$ cat config.mk
export PLATFORM = sky130hd
export DESIGN_NAME = motor_ramp_sequencer_flat
export DESIGN_NICKNAME = d
export VERILOG_FILES = /design/src/rtl/motor_ramp_sequencer_if.sv /design/src/rtl/motor_ramp_sequencer.sv /design/src/flat_wrapper.sv
export SDC_FILE = /design/constraint.sdc
export NUM_CORES = 1
export LEC_CHECK = 0
export CORE_MARGIN = 2
export CORE_UTILIZATION = 55
export CTS_CLUSTER_SIZE = 14
export DETAILED_ROUTE_END_ITERATION = 8
export PLACE_DENSITY = 0.73
export SKIP_LAST_GASP = 1
export SLEW_MARGIN = 20
export SYNTH_ARGS = -nofsm -noshare
export SYNTH_HDL_FRONTEND = slang
export SYNTH_SLANG_ARGS = --single-unit
$ cat constraint.sdc
create_clock -name PCLK -period 10.7 [get_ports PCLK]
set_input_delay 2.14 -clock PCLK [delete_from_list [all_inputs] [get_ports PCLK]]
set_output_delay 2.14 -clock PCLK [all_outputs]
set_load 0.1 [all_outputs]
$ cat src/rtl/motor_ramp_sequencer_if.sv
// motor_ramp_sequencer_if: command channel carrying one duty/direction request per cycle
// Signals: cmd_valid (strobe), cmd_ready (accept), cmd_motor (0 left, 1 right),
//          cmd_dir (0 forward, 1 reverse), cmd_duty (8-bit target duty)
interface motor_ramp_sequencer_if;
  logic       cmd_valid;
  logic       cmd_ready;
  logic       cmd_motor;
  logic       cmd_dir;
  logic [7:0] cmd_duty;
  modport master (output cmd_valid, cmd_motor, cmd_dir, cmd_duty, input cmd_ready);
  modport slave  (input cmd_valid, cmd_motor, cmd_dir, cmd_duty, output cmd_ready);
endinterface

$ cat src/rtl/motor_ramp_sequencer.sv
// motor_ramp_sequencer: per-motor duty slew and reversal sequencing (ramp down, dead-time brake, ramp up)
// Ports: PCLK/PRESET clock and sync active-high reset; cmd command channel (slave);
//        estop emergency stop (used only when MOTOR_SEQ_ESTOP_EN is defined);
//        duty_left/duty_right applied duty; inputsAB bridge control [1:0] left, [3:2] right;
//        busy [0] left, [1] right, high when that motor is not idle.
module motor_ramp_sequencer #(
  parameter int STEP_DIV    = 1000,
  parameter int STEP        = 1,
  parameter int DEAD_CYCLES = 5000
) (
  input  logic                        PCLK,
  input  logic                        PRESET,
  motor_ramp_sequencer_if.slave       cmd,
  input  logic                        estop,
  output logic [7:0]                  duty_left,
  output logic [7:0]                  duty_right,
  output logic [3:0]                  inputsAB,
  output logic [1:0]                  busy
);
  localparam int CW = $clog2(STEP_DIV);
  localparam int DW = $clog2(DEAD_CYCLES + 1);
  typedef enum logic [1:0] {IDLE, RUN, DECEL, DEAD} st_e;
  // One ramp step from c toward t, clamped so the target is never overshot
  function automatic logic [7:0] toward(input logic [7:0] c, input logic [7:0] t);
    logic [8:0] d;
    d = (t > c) ? {1'b0, t} - {1'b0, c} : {1'b0, c} - {1'b0, t};
    d = (d > 9'(STEP)) ? 9'(STEP) : d;
    return (t > c) ? 8'({1'b0, c} + d) : 8'({1'b0, c} - d);
  endfunction
  logic          stop;
`ifdef MOTOR_SEQ_ESTOP_EN
  assign stop = estop;
`else
  logic unused_estop;
  assign unused_estop = estop;
  assign stop = 1'b0;
`endif
  logic [CW-1:0] cnt_q;
  logic          tick;
  logic          ready_q;
  logic          accept;
  logic [15:0]   duty_all;
  assign tick          = cnt_q == CW'(STEP_DIV - 1);
  assign accept        = cmd.cmd_valid && ready_q && !stop;
  assign cmd.cmd_ready = ready_q;
  assign duty_left     = duty_all[7:0];
  assign duty_right    = duty_all[15:8];
  always_ff @(posedge PCLK) begin
    cnt_q   <= (PRESET || tick) ? '0 : cnt_q + 1'b1;
    ready_q <= !PRESET && !stop;
  end
  for (genvar m = 0; m < 2; m++) begin : g_mot
    st_e           st_q, st_d;
    logic [7:0]    duty_q, duty_d, tgt_q, tgt_d;
    logic          dir_q, dir_d, tdir_q, tdir_d;
    logic [DW-1:0] dcnt_q, dcnt_d;
    logic [1:0]    ab_q, ab_d;
    logic          acc;
    assign acc = accept && cmd.cmd_motor == 1'(m);
    always_comb begin
      st_d   = st_q;
      duty_d = duty_q;
      dir_d  = dir_q;
      dcnt_d = dcnt_q;
      tgt_d  = acc ? cmd.cmd_duty : tgt_q;
      tdir_d = acc ? cmd.cmd_dir : tdir_q;
      case (st_q)
        IDLE: if (acc && cmd.cmd_duty != 8'd0) begin
          st_d   = (cmd.cmd_dir == dir_q) ? RUN : DEAD;
          dcnt_d = DW'(DEAD_CYCLES - 1);
        end
        // the ramp uses the pre-accept target so a coincident command takes effect next tick
        RUN: begin
          duty_d = tick ? toward(duty_q, tgt_q) : duty_q;
          st_d   = (acc && cmd.cmd_dir != dir_q) ? DECEL : (duty_d == 8'd0 && tgt_d == 8'd0) ? IDLE : RUN;
        end
        // leave for DEAD on the same edge duty hits zero so the brake window is exactly DEAD_CYCLES
        DECEL: begin
          duty_d = tick ? toward(duty_q, 8'd0) : duty_q;
          st_d   = (acc && cmd.cmd_dir == dir_q) ? RUN : (duty_d == 8'd0) ? DEAD : DECEL;
          dcnt_d = DW'(DEAD_CYCLES - 1);
        end
        DEAD: begin
          duty_d = 8'd0;
          dcnt_d = (dcnt_q == '0) ? dcnt_q : dcnt_q - 1'b1;
          dir_d  = (dcnt_q == '0) ? tdir_d : dir_q;
          st_d   = (dcnt_q != '0) ? DEAD : (tgt_d != 8'd0) ? RUN : IDLE;
        end
      endcase
      if (stop) begin
        st_d   = DEAD;
        duty_d = 8'd0;
        tgt_d  = 8'd0;
        dcnt_d = DW'(DEAD_CYCLES - 1);
      end
      ab_d = (st_d == RUN || st_d == DECEL) ? {~dir_d, dir_d} : 2'b00;
    end
    always_ff @(posedge PCLK) begin
      if (PRESET) begin
        st_q   <= IDLE;
        duty_q <= '0;
        dir_q  <= 1'b0;
        tgt_q  <= '0;
        tdir_q <= 1'b0;
        dcnt_q <= '0;
        ab_q   <= 2'b00;
      end else begin
        st_q   <= st_d;
        duty_q <= duty_d;
        dir_q  <= dir_d;
        tgt_q  <= tgt_d;
        tdir_q <= tdir_d;
        dcnt_q <= dcnt_d;
        ab_q   <= ab_d;
      end
    end
    assign duty_all[8*m +: 8] = duty_q;
    assign inputsAB[2*m +: 2] = ab_q;
    assign busy[m]            = st_q != IDLE;
  end
endmodule

$ cat src/flat_wrapper.sv
// flat-port wrapper written by rule: the top's interface ports become plain ports
module motor_ramp_sequencer_flat 
#(
  parameter int STEP_DIV    = 1000,
  parameter int STEP        = 1,
  parameter int DEAD_CYCLES = 5000
)
  (PCLK, PRESET, estop, duty_left, duty_right, inputsAB, busy, cmd_cmd_valid, cmd_cmd_motor, cmd_cmd_dir, cmd_cmd_duty, cmd_cmd_ready);
  motor_ramp_sequencer_if cmd_i ();
  input  logic PCLK;
  input  logic PRESET;
  input  logic estop;
  output logic [7:0] duty_left;
  output logic [7:0] duty_right;
  output logic [3:0] inputsAB;
  output logic [1:0] busy;
  input wire logic [$bits(cmd_i.cmd_valid)-1:0] cmd_cmd_valid;
  input wire logic [$bits(cmd_i.cmd_motor)-1:0] cmd_cmd_motor;
  input wire logic [$bits(cmd_i.cmd_dir)-1:0] cmd_cmd_dir;
  input wire logic [$bits(cmd_i.cmd_duty)-1:0] cmd_cmd_duty;
  output wire logic [$bits(cmd_i.cmd_ready)-1:0] cmd_cmd_ready;
  assign cmd_i.cmd_valid = cmd_cmd_valid;
  assign cmd_i.cmd_motor = cmd_cmd_motor;
  assign cmd_i.cmd_dir = cmd_cmd_dir;
  assign cmd_i.cmd_duty = cmd_cmd_duty;
  assign cmd_cmd_ready = cmd_i.cmd_ready;
  motor_ramp_sequencer #(.STEP_DIV(STEP_DIV), .STEP(STEP), .DEAD_CYCLES(DEAD_CYCLES)) u_core (.PCLK(PCLK), .PRESET(PRESET), .cmd(cmd_i), .estop(estop), .duty_left(duty_left), .duty_right(duty_right), .inputsAB(inputsAB), .busy(busy));
endmodule
# Word level (Yosys, flattened, before mapping)
# Index checks and enable logic that the tools add are counted.
[totals]
register_bits = 81
inputBits = 14
output_inout_bits = 23
[op_classes]
add_sub_neg = 17
n_lt_le_gt_ge = 8
eq_ne = 19
mux = 50
bitwise_logic = 5
reduce_logical = 40
[ops]
columns = ["cell", "n"]
rows = [
  ["8-bit 2-to-1 mux", 14],
  ["13-bit one-hot mux with 3 select lines", 2],
  ["13-bit 2-to-1 mux", 4],
  ["8-bit logical NOT", 6],
  ["8-bit one-hot mux with 3 select lines", 2],
  ["9-bit by 1-bit > comparator with 1-bit output (second input constant)", 4],
  ["9-bit 2-to-1 mux", 4],
  ["8-bit by 8-bit subtractor with 9-bit output", 4],
  ["8-bit adder", 4],
  ["8-bit subtractor", 4],
  ["13-bit logical NOT", 2],
  ["13-bit nonzero test", 2],
  ["13-bit by 1-bit subtractor with 13-bit output (second input constant)", 2],
  ["8-bit nonzero test", 3],
  ["2-bit 2-to-1 mux", 10],
  ["1-bit by 8-bit subtractor with 9-bit output (first input constant)", 2],
  ["1-bit by 8-bit > comparator with 1-bit output (first input constant)", 2],
  ["8-bit > comparator", 2],
  ["2-bit one-hot mux with 4 select lines", 2],
  ["2-bit equality test (second input constant)", 6],
  ["1-bit 2-to-1 mux", 12],
  ["3-bit nonzero test", 4],
  ["1-bit logical AND", 11],
  ["10-bit by 1-bit adder with 10-bit output (second input constant)", 1],
  ["other kinds (13)", 30],
]

# Logic depth before layout (Yosys ltp)
# Gate-level depths: netlist of run 1.
[logic_depth]
depth_word = 16
depth_mapped = 25
mapped_depth_nobuf = 25

# Least setup slack after synthesis of run 1
# No wires, ideal clock.
[synth_path]
kind = "flip-flop to flip-flop"
start = "reg u_core.g_mot[1].duty_q[1] (netlist: u_core.duty_right[1])"
end = "reg u_core.g_mot[1].ab_q[1]"
setup_time_ns = 0.069
arrival_time_ns = 5.594
t_required_ns = 10.631
setup_slack_ns = 5.037
path_stages_with_launch = 21
n_path_buf = 0
period_less_slack_ns = 5.663
cell_sequence = "dfxtp_1 inv_1 fa_1 a211oi_2 nor4_1 nand4b_1 a2111oi_2 and4_1 a41oi_1 inv_1 ha_1 and2_1 fa_1 nand2b_1 a21oi_1 o22ai_1 nor4_2 o211ai_1 o31a_1 or4_1 o21ai_1"
[synth_via]
elab_chain_len = 16
elab_cells_between_ends = 32
cone_classes = "add/sub: 7; order compare: 4; eq/ne: 2; mux: 13; bitwise: 1; reduce/logical: 5"
[synth_lines]
columns = ["element", "line", "rtl"]
rows = [
  ["start, declared", "motor_ramp_sequencer.sv:54", "logic [7:0] duty_q, duty_d, tgt_q, tgt_d;"],
  ["start signal, assigned", "motor_ramp_sequencer.sv:109", "duty_q <= duty_d;"],
  ["8-bit by 8-bit subtractor with 9-bit output or 8-bit > comparator (tied branches)", "motor_ramp_sequencer.sv:26, motor_ramp_sequencer.sv:28", ""],
  ["9-bit 2-to-1 mux", "motor_ramp_sequencer.sv:26", "d = (t > c) ? {1'b0, t} - {1'b0, c} : {1'b0, c} - {1'b0, t};"],
  ["9-bit by 1-bit > comparator with 1-bit output", "motor_ramp_sequencer.sv:27", "d = (d > 9'(STEP)) ? 9'(STEP) : d;"],
  ["8-bit 2-to-1 mux", "motor_ramp_sequencer.sv:27", ""],
  ["8-bit subtractor or 8-bit adder (tied branches)", "motor_ramp_sequencer.sv:28", "return (t > c) ? 8'({1'b0, c} + d) : 8'({1'b0, c} - d);"],
  ["8-bit 2-to-1 mux", "motor_ramp_sequencer.sv:28", ""],
  ["8-bit 2-to-1 mux", "motor_ramp_sequencer.sv:74", "duty_d = tick ? toward(duty_q, tgt_q) : duty_q;"],
  ["8-bit logical NOT", "motor_ramp_sequencer.sv:75", "st_d = (acc && cmd.cmd_dir != dir_q) ? DECEL : (duty_d == 8'd0 && tgt_d == 8'd0) ? IDLE : RUN;"],
  ["1-bit logical AND", "motor_ramp_sequencer.sv:75", ""],
  ["1-bit 2-to-1 mux", "motor_ramp_sequencer.sv:75", ""],
  ["2-bit 2-to-1 mux", "motor_ramp_sequencer.sv:75", ""],
  ["2-bit one-hot mux with 4 select lines *", "motor_ramp_sequencer.sv:67", "case (st_q)"],
  ["2-bit by 1-bit equality test with 1-bit output or 2-bit equality test (tied branches)", "motor_ramp_sequencer.sv:96", "ab_d = (st_d == RUN || st_d == DECEL) ? {~dir_d, dir_d} : 2'b00;"],
  ["1-bit logical OR *", "motor_ramp_sequencer.sv:96", ""],
  ["1-bit inverter (no source line) *", "-", ""],
  ["2-bit OR reduction (no source line) *", "-", ""],
  ["end signal, assigned", "motor_ramp_sequencer.sv:106", "ab_q <= 2'b00;"],
  ["end signal, assigned", "motor_ramp_sequencer.sv:114", "ab_q <= ab_d;"],
  ["end, declared", "motor_ramp_sequencer.sv:57", "logic [1:0] ab_q, ab_d;"],
]
# Mark *: on every way between the ends. The rest lies on a longest branch, timed or not.
# A chain may end at the register's enable or synchronous reset.

# Worst setup path in the final report of run 1
[layout_path]
start = "reg u_core.g_mot[0].duty_q[6] (netlist: u_core.duty_left[6])"
end = "reg u_core.g_mot[0].ab_q[0]"
[layout_via]
elab_chain_len = 16
elab_cells_between_ends = 32
cone_classes = "add/sub: 7; order compare: 4; eq/ne: 2; mux: 13; bitwise: 1; reduce/logical: 5"
[layout_lines]
columns = ["element", "line"]
rows = [
  ["start, declared", "motor_ramp_sequencer.sv:54"],
  ["start signal, assigned", "motor_ramp_sequencer.sv:109"],
  ["8-bit by 8-bit subtractor with 9-bit output or 8-bit > comparator (tied branches)", "motor_ramp_sequencer.sv:26, motor_ramp_sequencer.sv:28"],
  ["9-bit 2-to-1 mux", "motor_ramp_sequencer.sv:26"],
  ["9-bit by 1-bit > comparator with 1-bit output", "motor_ramp_sequencer.sv:27"],
  ["8-bit 2-to-1 mux", "motor_ramp_sequencer.sv:27"],
  ["8-bit subtractor or 8-bit adder (tied branches)", "motor_ramp_sequencer.sv:28"],
  ["8-bit 2-to-1 mux", "motor_ramp_sequencer.sv:28"],
  ["8-bit 2-to-1 mux", "motor_ramp_sequencer.sv:74"],
  ["8-bit logical NOT", "motor_ramp_sequencer.sv:75"],
  ["1-bit logical AND", "motor_ramp_sequencer.sv:75"],
  ["1-bit 2-to-1 mux", "motor_ramp_sequencer.sv:75"],
  ["2-bit 2-to-1 mux", "motor_ramp_sequencer.sv:75"],
  ["2-bit one-hot mux with 4 select lines *", "motor_ramp_sequencer.sv:67"],
  ["2-bit by 1-bit equality test with 1-bit output or 2-bit equality test (tied branches)", "motor_ramp_sequencer.sv:96"],
  ["1-bit logical OR *", "motor_ramp_sequencer.sv:96"],
  ["1-bit inverter (no source line) *", "-"],
  ["2-bit OR reduction (no source line) *", "-"],
  ["end signal, assigned", "motor_ramp_sequencer.sv:106"],
  ["end signal, assigned", "motor_ramp_sequencer.sv:114"],
  ["end, declared", "motor_ramp_sequencer.sv:57"],
]
# Marks and branches as above.

==> results of run 1 <==
## per-layer routing
layer	share of wire (%)	vias to the layer above	GRT usage (%)
li1	-	3759	-
met1	48	3510	38.63
met2	44	226	43.57
met3	5.2	35	3.665
met4	2.1	0	8.980
met5	0	-	0
## state kept, by name (all words and copies together) (netlist names)
signal,count
u_core.cmd.cmd_ready,1
u_core.duty_right,8
u_core.g_mot.st_q,4
u_core.g_mot.tgt_q,16
u_core.g_mot.dcnt_q,26
u_core.cnt_q,10
u_core.g_mot.ab_q,4
u_core.duty_left,8
u_core.g_mot.dir_q,2
u_core.g_mot.tdir_q,2
## power groups by stage
stage | combinational, mW | sequential, mW | clock (mW)
2_1_floorplan | 0.370 | 0.368 | 0
3_3_place_gp | 0.485 | 0.347 | 0
3_5_place_dp | 0.490 | 0.347 | 0
4_1_cts | 0.494 | 0.340 | 0.301
5_1_grt | 0.560 | 0.343 | 0.312
6_report | 0.499 | 0.341 | 0.295
## cells in the mapped netlist (all sizes together), types with 18 or more instances
| cell type | instances |
|---|---|
| nor2 | 114 |
| nor4 | 20 |
| ha | 68 |
| a21o | 19 |
| nand2 | 102 |
| inv | 75 |
| nor3 | 28 |
| a21oi | 99 |
| dfxtp | 81 |
| xnor2 | 18 |
| nand2b | 22 |
| o21ai | 66 |
| nand3 | 24 |
| clkbuf | 29 |
## logic make-up after synthesis
family	count (synthesis)	share of synthesized area, %
buffers and inverters	115	6.087
AND/OR/NAND/NOR	405	27.08
other	1	0.04957
XOR/XNOR	35	4.052
multiplexers	8	1.059
AO/OA/AOI/OAI	309	26.88
adder cells (fa/ha/maj)	76	13.36
flip-flops	81	21.44
## worst min-delay path by stage
stage                                start                      to  slack, ns  depth (start not counted)
floorplan                  u_core.cnt_q[0]         u_core.cnt_q[0]       0.43                          1
global placement           u_core.cnt_q[0]         u_core.cnt_q[0]       0.44                          1
detailed placement         u_core.cnt_q[0]         u_core.cnt_q[0]       0.45                          1
CTS                        u_core.cnt_q[0]         u_core.cnt_q[0]       0.47                          1
global route        u_core.g_mot[0].tdir_q  u_core.g_mot[0].tdir_q       0.50                          2
finish                     u_core.cnt_q[0]         u_core.cnt_q[0]       0.46                          1
## per-stage QoR
step	util [%]	instances	area, um^2
floorplan	-	1033	7576
global placement	59.94	1209	8000
detailed placement	59.94	1209	8000
CTS	62.04	1225	8280
global route	62.04	1225	8280
finish	62.04	1225	8280
## layout make-up
cell class,count,area [um^2]
clock buffer,9,225.2
clock inverter,7,55.05
fill,1273,5067
inverter,75,281.5
multi-input combinational,837,5494
sequential,81,1622
tap,176,220.2
timing repair buffer,40,382.9
==> reports/results.txt, run 1 <==
Synth top area share -> 21.44%
Crit path arrival time -> 6.08 ns
FF-to-FF End -> u_core.g_mot[0].ab_q[0]
Rows -> 42
Layout Nets -> 1134
Die footprint -> 14710 um^2
Via count -> 7530
CTS sink cnt -> 81
Register bit total from synthesis -> 81
Worst EP required -> 10.92 ns
Core Footprint -> 13350 um^2
DR WL/cell -> 15.76 um
Clock tree buffer depth -> 2
Relative slew slack -> 33.64%
CP most frequent cell -> ha_1
Gr usage total -> 27.50%
TritonCTS Buffers -> 9
Status -> completed
Static leakage -> 3.261 nW
Share of cells above drive strength 1 -> 4.099%
Register area share after synthesis -> 21.44%
Worst hold slack -> 0.4613 ns
Clock group share of total power -> 26.0%
Placer Congestion -> 0.9096
Dpl ws -> 4.913 ns
Fmax achieved -> 0.1706 GHz
Slowest cell delay on critical path -> 0.59 ns
Area Overhead vs Synth -> 9.461%
Synth Flop Type -> dfxtp_1
Nature of the critical path endpoint -> register
Total power -> 1.136 mW
Crit Path Class -> register to register
Die width -> 121.3 um
Minimum period implied by the final worst setup slack -> 5.861 ns
EDFF count, synth -> 0
Vias in the first global route -> 6989
Crit path launch -> u_core.duty_left[6]
First-pass GRT wire length -> 33120 um
Setup bufs post-CTS -> 0
Max FO, Critical Path -> 14
TritonRoute pass-1 iters -> 6
Synth top area cells -> dfxtp_1 21%, ha_1 11%, a21oi_1 6.5%, nor2_1 5.7%, nand2_1 5.0%
Peak VDD IR -> 0.1192 mV
R2r setup slk -> 4.84 ns
Final setup violation count -> 0
I/O Buffers -> 35
Switch share -> 40.95%
ANT cells -> 0
Initial Utilization -> 56.67%
Commonest non-fill, non-tap cell in the layout -> nor2_1
Final setup TNS -> 0 ns
CTS tree -> built
Ys async rst share -> 0%
Syn Std Cell Area -> 7565 um^2
IO Count -> 37
Internal power -> 0.6709 mW
DR vias/cell -> 6.147
Mean area per synthesized cell -> 7.344 um^2
Worst min path class -> register to register
Final Worst Setup Slack -> 4.839 ns
Final slew viol count -> 0
Post-cts sizing count -> 0
DP Wirelength -> 14560 um
Combinational group share of total power -> 44.0%
CTS Hold Bufs -> 0
Initial antenna violation count -> 0
Sequential power share -> 30.0%
Worst reg2reg path depth -> 21
Drt initial violations -> 655
Height of the die -> 121.3 um
CP max-delay cell -> dfxtp_1
Final period utilization -> 54.78%
Largest net degree at the start of global routing -> 65
CTS H-tree depth -> 3
Gate Count Post-Synth -> 1030
Clock root buffer -> clkbuf_16
Drt total wl -> 19300 um
R2R Path Start -> u_core.duty_left[6]
Setup crit start kind -> register
RSZ-0062 raised after global routing -> false
Clk_lat worst skew -> 0.34 ns
Critical path depth -> 21
Netlist cell types -> 85
Critical Path End -> u_core.g_mot[0].ab_q[0]
Global route overflow -> 0
Most frequent cells in the layout -> 114 x nor2_1, 101 x nand2_1, 99 x a21oi_1
Antenna viol nets, final -> 0
Final setup skew -> 0.007115 ns
Maxcap violations -> 0
Yosys warning total -> 0
Worst-Margin Slew -> 0.9924 ns
Fin. Hold Viols -> 0
Cell family with most CP delay -> compound AO/OA/AOI/OAI gates
Psw -> 0.4653 mW
Crit path cell chain -> inv_1 -> ha_1 -> and2_1 -> nand2_1 -> o21ai_1 -> nand2_1 -> nor4_1 -> a21o_1 -> nand3_1 -> inv_1 -> ha_1 -> nand2b_1 -> ha_1 -> a211oi_1 -> or4b_1 -> o2111ai_1 -> a21boi_1 -> a22oi_1 -> a311o_1 -> nand3_1 -> a21boi_1
Worst-path clk slew -> 0.06 ns
CP Buf/Inv Count -> 2
# DRC -> 0
PwrDens -> 137.2 nW/um^2
Yosys top cell by area -> dfxtp_1
Power figures use the tool's default switching activity.
==> run 2: changes to the inputs <==
Settings changed: PLACE_DENSITY 0.73 to 0.76.
Clock period 10.7 ns to 4.83 ns, I/O delays scaled along.
==> run 2 against run 1 <==
Compared with the run above:
- the flow now finishes with violations (negative setup slack)
- maximum frequency up 16%
- clock-buffer cell count up 3
- worst setup slack worse by 5.1 ns
- sequential power up 110%
- largest cell class unchanged
==> reports/results.txt, run 2 (synthesized netlist as in run 1, its figures left out) <==
Worst hold slack -> 0.4647 ns (was 0.4613 ns)
IO Count -> 37 (unchanged)
DR WL/cell -> 16.89 um (was 15.76 um)
ANT cells -> 0 (unchanged)
Crit path arrival time -> 5.34 ns (was 6.08 ns)
RSZ-0062 raised after global routing -> true (was false)
Regs by FF count -> u_core.g_mot.dcnt_q: 26 flops, u_core.g_mot.tgt_q: 16 flops, u_core.cnt_q: 10 flops (unchanged)
Max FO, Critical Path -> 3 (was 14)
Final Worst Setup Slack -> -0.2340 ns (was 4.839 ns)
Gr usage total -> 30.27% (was 27.50%)
Max FFs per register -> 26 (unchanged)
Global route overflow -> 0 (unchanged)
Area of the multi-input gates -> 5842 um^2 (was 5494 um^2)
Non-Filler Instances -> 1341 (was 1225)
Worst min path class -> register to register (unchanged)
Share of cells above drive strength 1 -> 20.43% (was 4.099%)
TritonRoute pass-1 iters -> 6 (unchanged)
I/O Buffers -> 35 (unchanged)
Rows -> 42 (unchanged)
Fmax achieved -> 0.1975 GHz (was 0.1706 GHz)
Core Footprint -> 13350 um^2 (unchanged)
Vias in the first global route -> 7564 (was 6989)
Most frequent cells in the layout -> 118 x buf_4, 112 x nor2_1, 99 x nand2_1 (was 114 x nor2_1, 101 x nand2_1, 99 x a21oi_1)
Die footprint -> 14710 um^2 (unchanged)
Fin. Hold Viols -> 0 (unchanged)
Layout Nets -> 1250 (was 1134)
Minimum period implied by the final worst setup slack -> 5.064 ns (was 5.861 ns)
Final setup violation count -> 5 (was 0)
Via count -> 8286 (was 7530)
Height of the die -> 121.3 um (unchanged)
Final Cell Area -> 9605 um^2 (was 8280 um^2)
Clk_lat worst skew -> 0.34 ns (about the same)
Setup crit start kind -> register (unchanged)
Final setup skew -> 0.008153 ns (was 0.007115 ns)
CTS H-tree depth -> 3 (unchanged)
Final setup TNS -> -0.8174 ns (was 0 ns)
CTS tree -> built (unchanged)
Placed standard-cell area -> 8876 um^2 (was 8000 um^2)
DP Wirelength -> 16510 um (was 14560 um)
Maxcap violations -> 0 (unchanged)
First-pass GRT wire length -> 35980 um (was 33120 um)
Drt initial violations -> 881 (was 655)
Placed cells -> 1312 (was 1209)
Final slew viol count -> 0 (unchanged)
Total power -> 2.890 mW (was 1.136 mW)
Worst-Margin Slew -> 0.9774 ns (was 0.9924 ns)
Biggest register -> u_core.g_mot.dcnt_q (unchanged)
Static leakage -> 3.887 nW (was 3.261 nW)
Area Overhead vs Synth -> 26.98% (was 9.461%)
Initial Utilization -> 56.67% (unchanged)
# fillers -> 1082 (was 1273)
Final period utilization -> 104.8% (was 54.78%)
Worst-path clk slew -> 0.07 ns (was 0.06 ns)
Status -> finished, violations left (was completed)
Placer Congestion -> 0.9224 (was 0.9096)
Initial antenna violation count -> 0 (unchanged)
Largest net degree at the start of global routing -> 46 (was 65)
Worst EP required -> 5.10 ns (was 10.92 ns)
Crit Path Class -> register to register (unchanged)
Die width -> 121.3 um (unchanged)
Nature of the critical path endpoint -> register (unchanged)
# DRC -> 0 (unchanged)
Failing checks -> negative setup slack
Commonest non-fill, non-tap cell in the layout -> buf_4 (was nor2_1)
Antenna viol nets, final -> 0 (unchanged)
CTS Hold Bufs -> 0 (unchanged)
Relative slew slack -> 34.63% (was 33.64%)
PwrDens -> 300.9 nW/um^2 (was 137.2 nW/um^2)
DR vias/cell -> 6.179 (was 6.147)
Reg area -> 1685 um^2 (was 1622 um^2)
Drt total wl -> 22650 um (was 19300 um)
Peak VDD IR -> 0.2133 mV (was 0.1192 mV)
Clock tree buffer depth -> 2 (unchanged)
TritonCTS Buffers -> 9 (unchanged)
CTS sink cnt -> 81 (unchanged)
Clock root buffer -> clkbuf_16 (unchanged)
-- run 2: cell types whose count changed in the layout (fill, tap and decap cells not counted), sizes merged --
cell / before / now
buf: 6 / 122
clkbuf: 9 / 12
clkinv: 4 / 2
inv: 77 / 76
-- run 2: cell type report --
type | instances | share of cell area (%)
tap | 176 | 2.293
clock buffer | 12 | 2.670
clock inverter | 4 | 0.3647
inverter | 75 | 3.048
multi-input combinational | 837 | 60.82
timing repair buffer | 156 | 13.26
sequential | 81 | 17.55
-- run 2: critical path, cell delays in order, from the launching register on --
cell       delay, ns
dfxtp_4         0.37
inv_4           0.06
ha_4            0.12
inv_2           0.04
fa_2            0.41
a211oi_4        0.26
buf_4           0.15
o211ai_1        0.08
nand4b_1        0.18
a2111oi_4       0.05
and4_1          0.25
a41oi_2         0.18
inv_1           0.07
ha_1            0.28
and2_4          0.15
inv_4           0.04
ha_4            0.24
nand3b_1        0.16
a21oi_4         0.23
or4_4           0.17
o221ai_4        0.09
nor4_2          0.33
o211ai_1        0.17
o31a_1          0.33
or4_1           0.52
o21ai_1         0.08
-- run 2: path summary, 6_finish.rpt --
| kind | slack [ns] | startpoint | depth (start not counted) | end |
|---|---|---|---|---|
| hold / removal | 0.46 | u_core.cnt_q[0] | 1 | u_core.cnt_q[0] |
| hold reg to reg | 0.46 | u_core.cnt_q[0] | 1 | u_core.cnt_q[0] |
| setup / recovery | -0.23 | u_core.g_mot[1].tgt_q[0] | 25 | u_core.g_mot[1].ab_q[0] |
| setup reg to reg | -0.23 | u_core.g_mot[1].tgt_q[0] | 25 | u_core.g_mot[1].ab_q[0] |
-- run 2: per-stage QoR --
step	worst slack, ns	util [%]
global route	-0.4650	71.96
floorplan	-0.03324	-
detailed placement	-0.1584	66.50
CTS	-0.02765	69.25
global placement	-0.08724	66.50
finish	-0.2340	71.96
-- run 2: what timing repair did --
| item | 4_1_cts | 5_1_grt |
|---|---|---|
| buffers inserted | 4 | 9 |
| setup endpoints to repair | 5 | 9 |
| pin swaps | 10 | 39 |
| resized for setup | 11 | 72 |
-- run 2: where the power goes --
group          internal [mW]  switching [mW]
Sequential             0.694          0.0388
Clock                  0.383           0.297
Combinational          0.648           0.830
-- run 2: metal layers --
layer,up-vias,track usage [%],wire [um]
li1,3990,-,-
met1,3882,39.82,9667
met2,344,50.14,10860
met3,70,4.652,1443
met4,0,11.21,684
met5,-,0,0
==> run 3: changes to the inputs <==
Settings changed: CORE_MARGIN 2 to 3, SETUP_SLACK_MARGIN set to 0.1.
==> run 3 against run 2 <==
Compared with the run above:
- clock skew fell by 0.00081 ns
- design area decreased by 0.55%
- non-clock buffer count fell by 27
- largest cell class unchanged
- maximum frequency increased by 5.5%
- the flow now finishes without violations
- register-to-register slack better by 0.26 ns
- largest power group unchanged
- cell count down 2.0%
==> reports/results.txt, run 3 (synthesized netlist as in run 1, its figures left out) <==
Worst-Margin Slew -> 0.9951 ns (was 0.9774 ns)
Nature of the critical path endpoint -> register (unchanged)
Worst EP required -> 5.12 ns (was 5.10 ns)
Final setup violation count -> 0 (was 5)
Share of cells above drive strength 1 -> 21.27% (was 20.43%)
First-pass GRT wire length -> 35120 um (was 35980 um)
Total power -> 2.872 mW (was 2.890 mW)
Regs by FF count -> u_core.g_mot.dcnt_q: 26 flops, u_core.g_mot.tgt_q: 16 flops, u_core.cnt_q: 10 flops (unchanged)
Largest net degree at the start of global routing -> 64 (was 46)
Initial antenna violation count -> 0 (unchanged)
Core Footprint -> 13350 um^2 (unchanged)
Dpl ws -> -0.02125 ns (was -0.1584 ns)
Crit path arrival time -> 5.09 ns (was 5.34 ns)
Final period utilization -> 99.39% (was 104.8%)
Final Worst Setup Slack -> 0.02965 ns (was -0.2340 ns)
Final Cell Area -> 9553 um^2 (was 9605 um^2)
Final setup TNS -> 0 ns (was -0.8174 ns)
Height of the die -> 123.3 um (was 121.3 um)
Minimum period implied by the final worst setup slack -> 4.800 ns (was 5.064 ns)
Die width -> 123.3 um (was 121.3 um)
Clk_lat worst skew -> 0.35 ns (was 0.34 ns)
Clock tree buffer depth -> 2 (unchanged)
CTS sink cnt -> 81 (unchanged)
Placer Congestion -> 0.9279 (was 0.9224)
Worst hold slack -> 0.4710 ns (was 0.4647 ns)
Commonest non-fill, non-tap cell in the layout -> nor2_1 (was buf_4)
DR vias/cell -> 6.132 (was 6.179)
# DRC -> 0 (unchanged)
ANT cells -> 0 (unchanged)
Worst min path class -> register to register (unchanged)
Fmax achieved -> 0.2083 GHz (was 0.1975 GHz)
CTS tree -> built (unchanged)
Most frequent cells in the layout -> 109 x nor2_1, 98 x nand2_1, 92 x buf_4 (was 118 x buf_4, 112 x nor2_1, 99 x nand2_1)
Biggest register -> u_core.g_mot.dcnt_q (unchanged)
Placed standard-cell area -> 8668 um^2 (was 8876 um^2)
I/O Buffers -> 35 (unchanged)
Status -> completed (was finished, violations left)
Clock root buffer -> clkbuf_16 (unchanged)
DR WL/cell -> 16.80 um (was 16.89 um)
Via count -> 8058 (was 8286)
Antenna viol nets, final -> 0 (unchanged)
IO Count -> 37 (unchanged)
Fin. Hold Viols -> 0 (unchanged)
Relative slew slack -> 33.45% (was 34.63%)
Global route overflow -> 0 (unchanged)
Worst-path clk slew -> 0.07 ns (about the same)
Rows -> 42 (unchanged)
Hold Path Stages -> 2 (was 1)
PwrDens -> 300.6 nW/um^2 (was 300.9 nW/um^2)
Vias in the first global route -> 7237 (was 7564)
Initial Utilization -> 56.67% (unchanged)
Peak VDD IR -> 0.2280 mV (was 0.2133 mV)
Setup crit start kind -> register (unchanged)
Static leakage -> 3.797 nW (was 3.887 nW)
Area Overhead vs Synth -> 26.28% (was 26.98%)
Final setup skew -> 0.007346 ns (was 0.008153 ns)
Worst reg2reg path depth -> 23 (was 25)
Drt initial violations -> 752 (was 881)
Crit Path Class -> register to register (unchanged)
Drt total wl -> 22080 um (was 22650 um)
RSZ-0062 raised after global routing -> true (unchanged)
# fillers -> 1097 (was 1082)
Die footprint -> 15200 um^2 (was 14710 um^2)
Maxcap violations -> 0 (unchanged)
Max FFs per register -> 26 (unchanged)
CTS Hold Bufs -> 0 (unchanged)
TritonCTS Buffers -> 9 (unchanged)
Gr usage total -> 28.65% (was 30.27%)
Final slew viol count -> 0 (unchanged)
Max FO, Critical Path -> 4 (was 3)
CTS H-tree depth -> 3 (unchanged)
TritonRoute pass-1 iters -> 5 (was 6)
DP Wirelength -> 15860 um (was 16510 um)
Layout Nets -> 1223 (was 1250)
==> run 3: cell count changes in the layout (fill, tap and decap cells not counted), sizes merged <==
cell / delta
buf: -27
clkinvlp: +1
clkinv: -1
inv: +2
clkbuf: -2
==> run 3: power by group <==
part | internal [mW] | switching [mW]
clock network | 0.369 | 0.301
logic | 0.635 | 0.832
registers | 0.694 | 0.0407
total | 1.70 | 1.17
==> run 3: worst paths after layout <==
| path | from | to | slack [ns] |
|---|---|---|---|
| worst min register to register | u_core.g_mot[0].tdir_q | u_core.g_mot[0].tdir_q | 0.47 |
| worst min-delay path | u_core.g_mot[0].tdir_q | u_core.g_mot[0].tdir_q | 0.47 |
| worst max register to register | u_core.duty_right[0] | u_core.g_mot[1].ab_q[1] | 0.03 |
| worst max-delay path | u_core.duty_right[0] | u_core.g_mot[1].ab_q[1] | 0.03 |
==> run 3: final cells by class <==
type | count | area (um^2) | area share (%)
well taps | 176 | 220.2 | 2.305
inverters | 75 | 289.0 | 3.026
clock buffers | 10 | 239.0 | 2.502
flip-flops and latches | 81 | 1690 | 17.69
clock inverters | 6 | 46.29 | 0.4846
repair buffers | 129 | 1067 | 11.17
multi-input cells | 837 | 6001 | 62.82
==> run 3: timing repair <==
item | 4_1_cts | 5_1_grt
buffers inserted | 10 | 14
pin swaps | 15 | 34
gates resized for setup | 31 | 63
endpoints found under the setup margin | 5 | 9
==> run 3: routing by layer <==
layer  up-vias  global-route usage, %  share of wire, %
met1      3758                  39.30                45
li1       3921                      -                 -
met5         -                      0                 0
met3        63                  4.117               5.8
met4         0                  8.927               2.4
met2       316                  46.62                47
==> run 3: worst max-delay path, stage by stage, from the launching register on <==
cell and delay, ns:
dfxtp_4 0.39, ha_4 0.15, inv_2 0.04, fa_2 0.41, a211oi_2 0.25, nor4_1 0.08
nand4b_1 0.21, a2111oi_2 0.28, and4_1 0.30, a41oi_2 0.06, inv_1 0.09, ha_1 0.18
nand2b_4 0.15, ha_1 0.24, buf_4 0.15, nand2b_4 0.07, a21oi_1 0.07, o21ai_1 0.18
o22ai_2 0.11, nor4_2 0.30, o211ai_1 0.15, o31a_1 0.28, or4_1 0.50, o21ai_1 0.08
==> run 3: stage by stage <==
| step | util [%] | std cells |
|---|---|---|
| after floorplan | - | 1033 |
| after global placement | 64.94 | 1274 |
| after detailed placement | 64.94 | 1274 |
| after CTS | 68.64 | 1300 |
| after global routing | 71.57 | 1314 |
| final | 71.57 | 1314 |
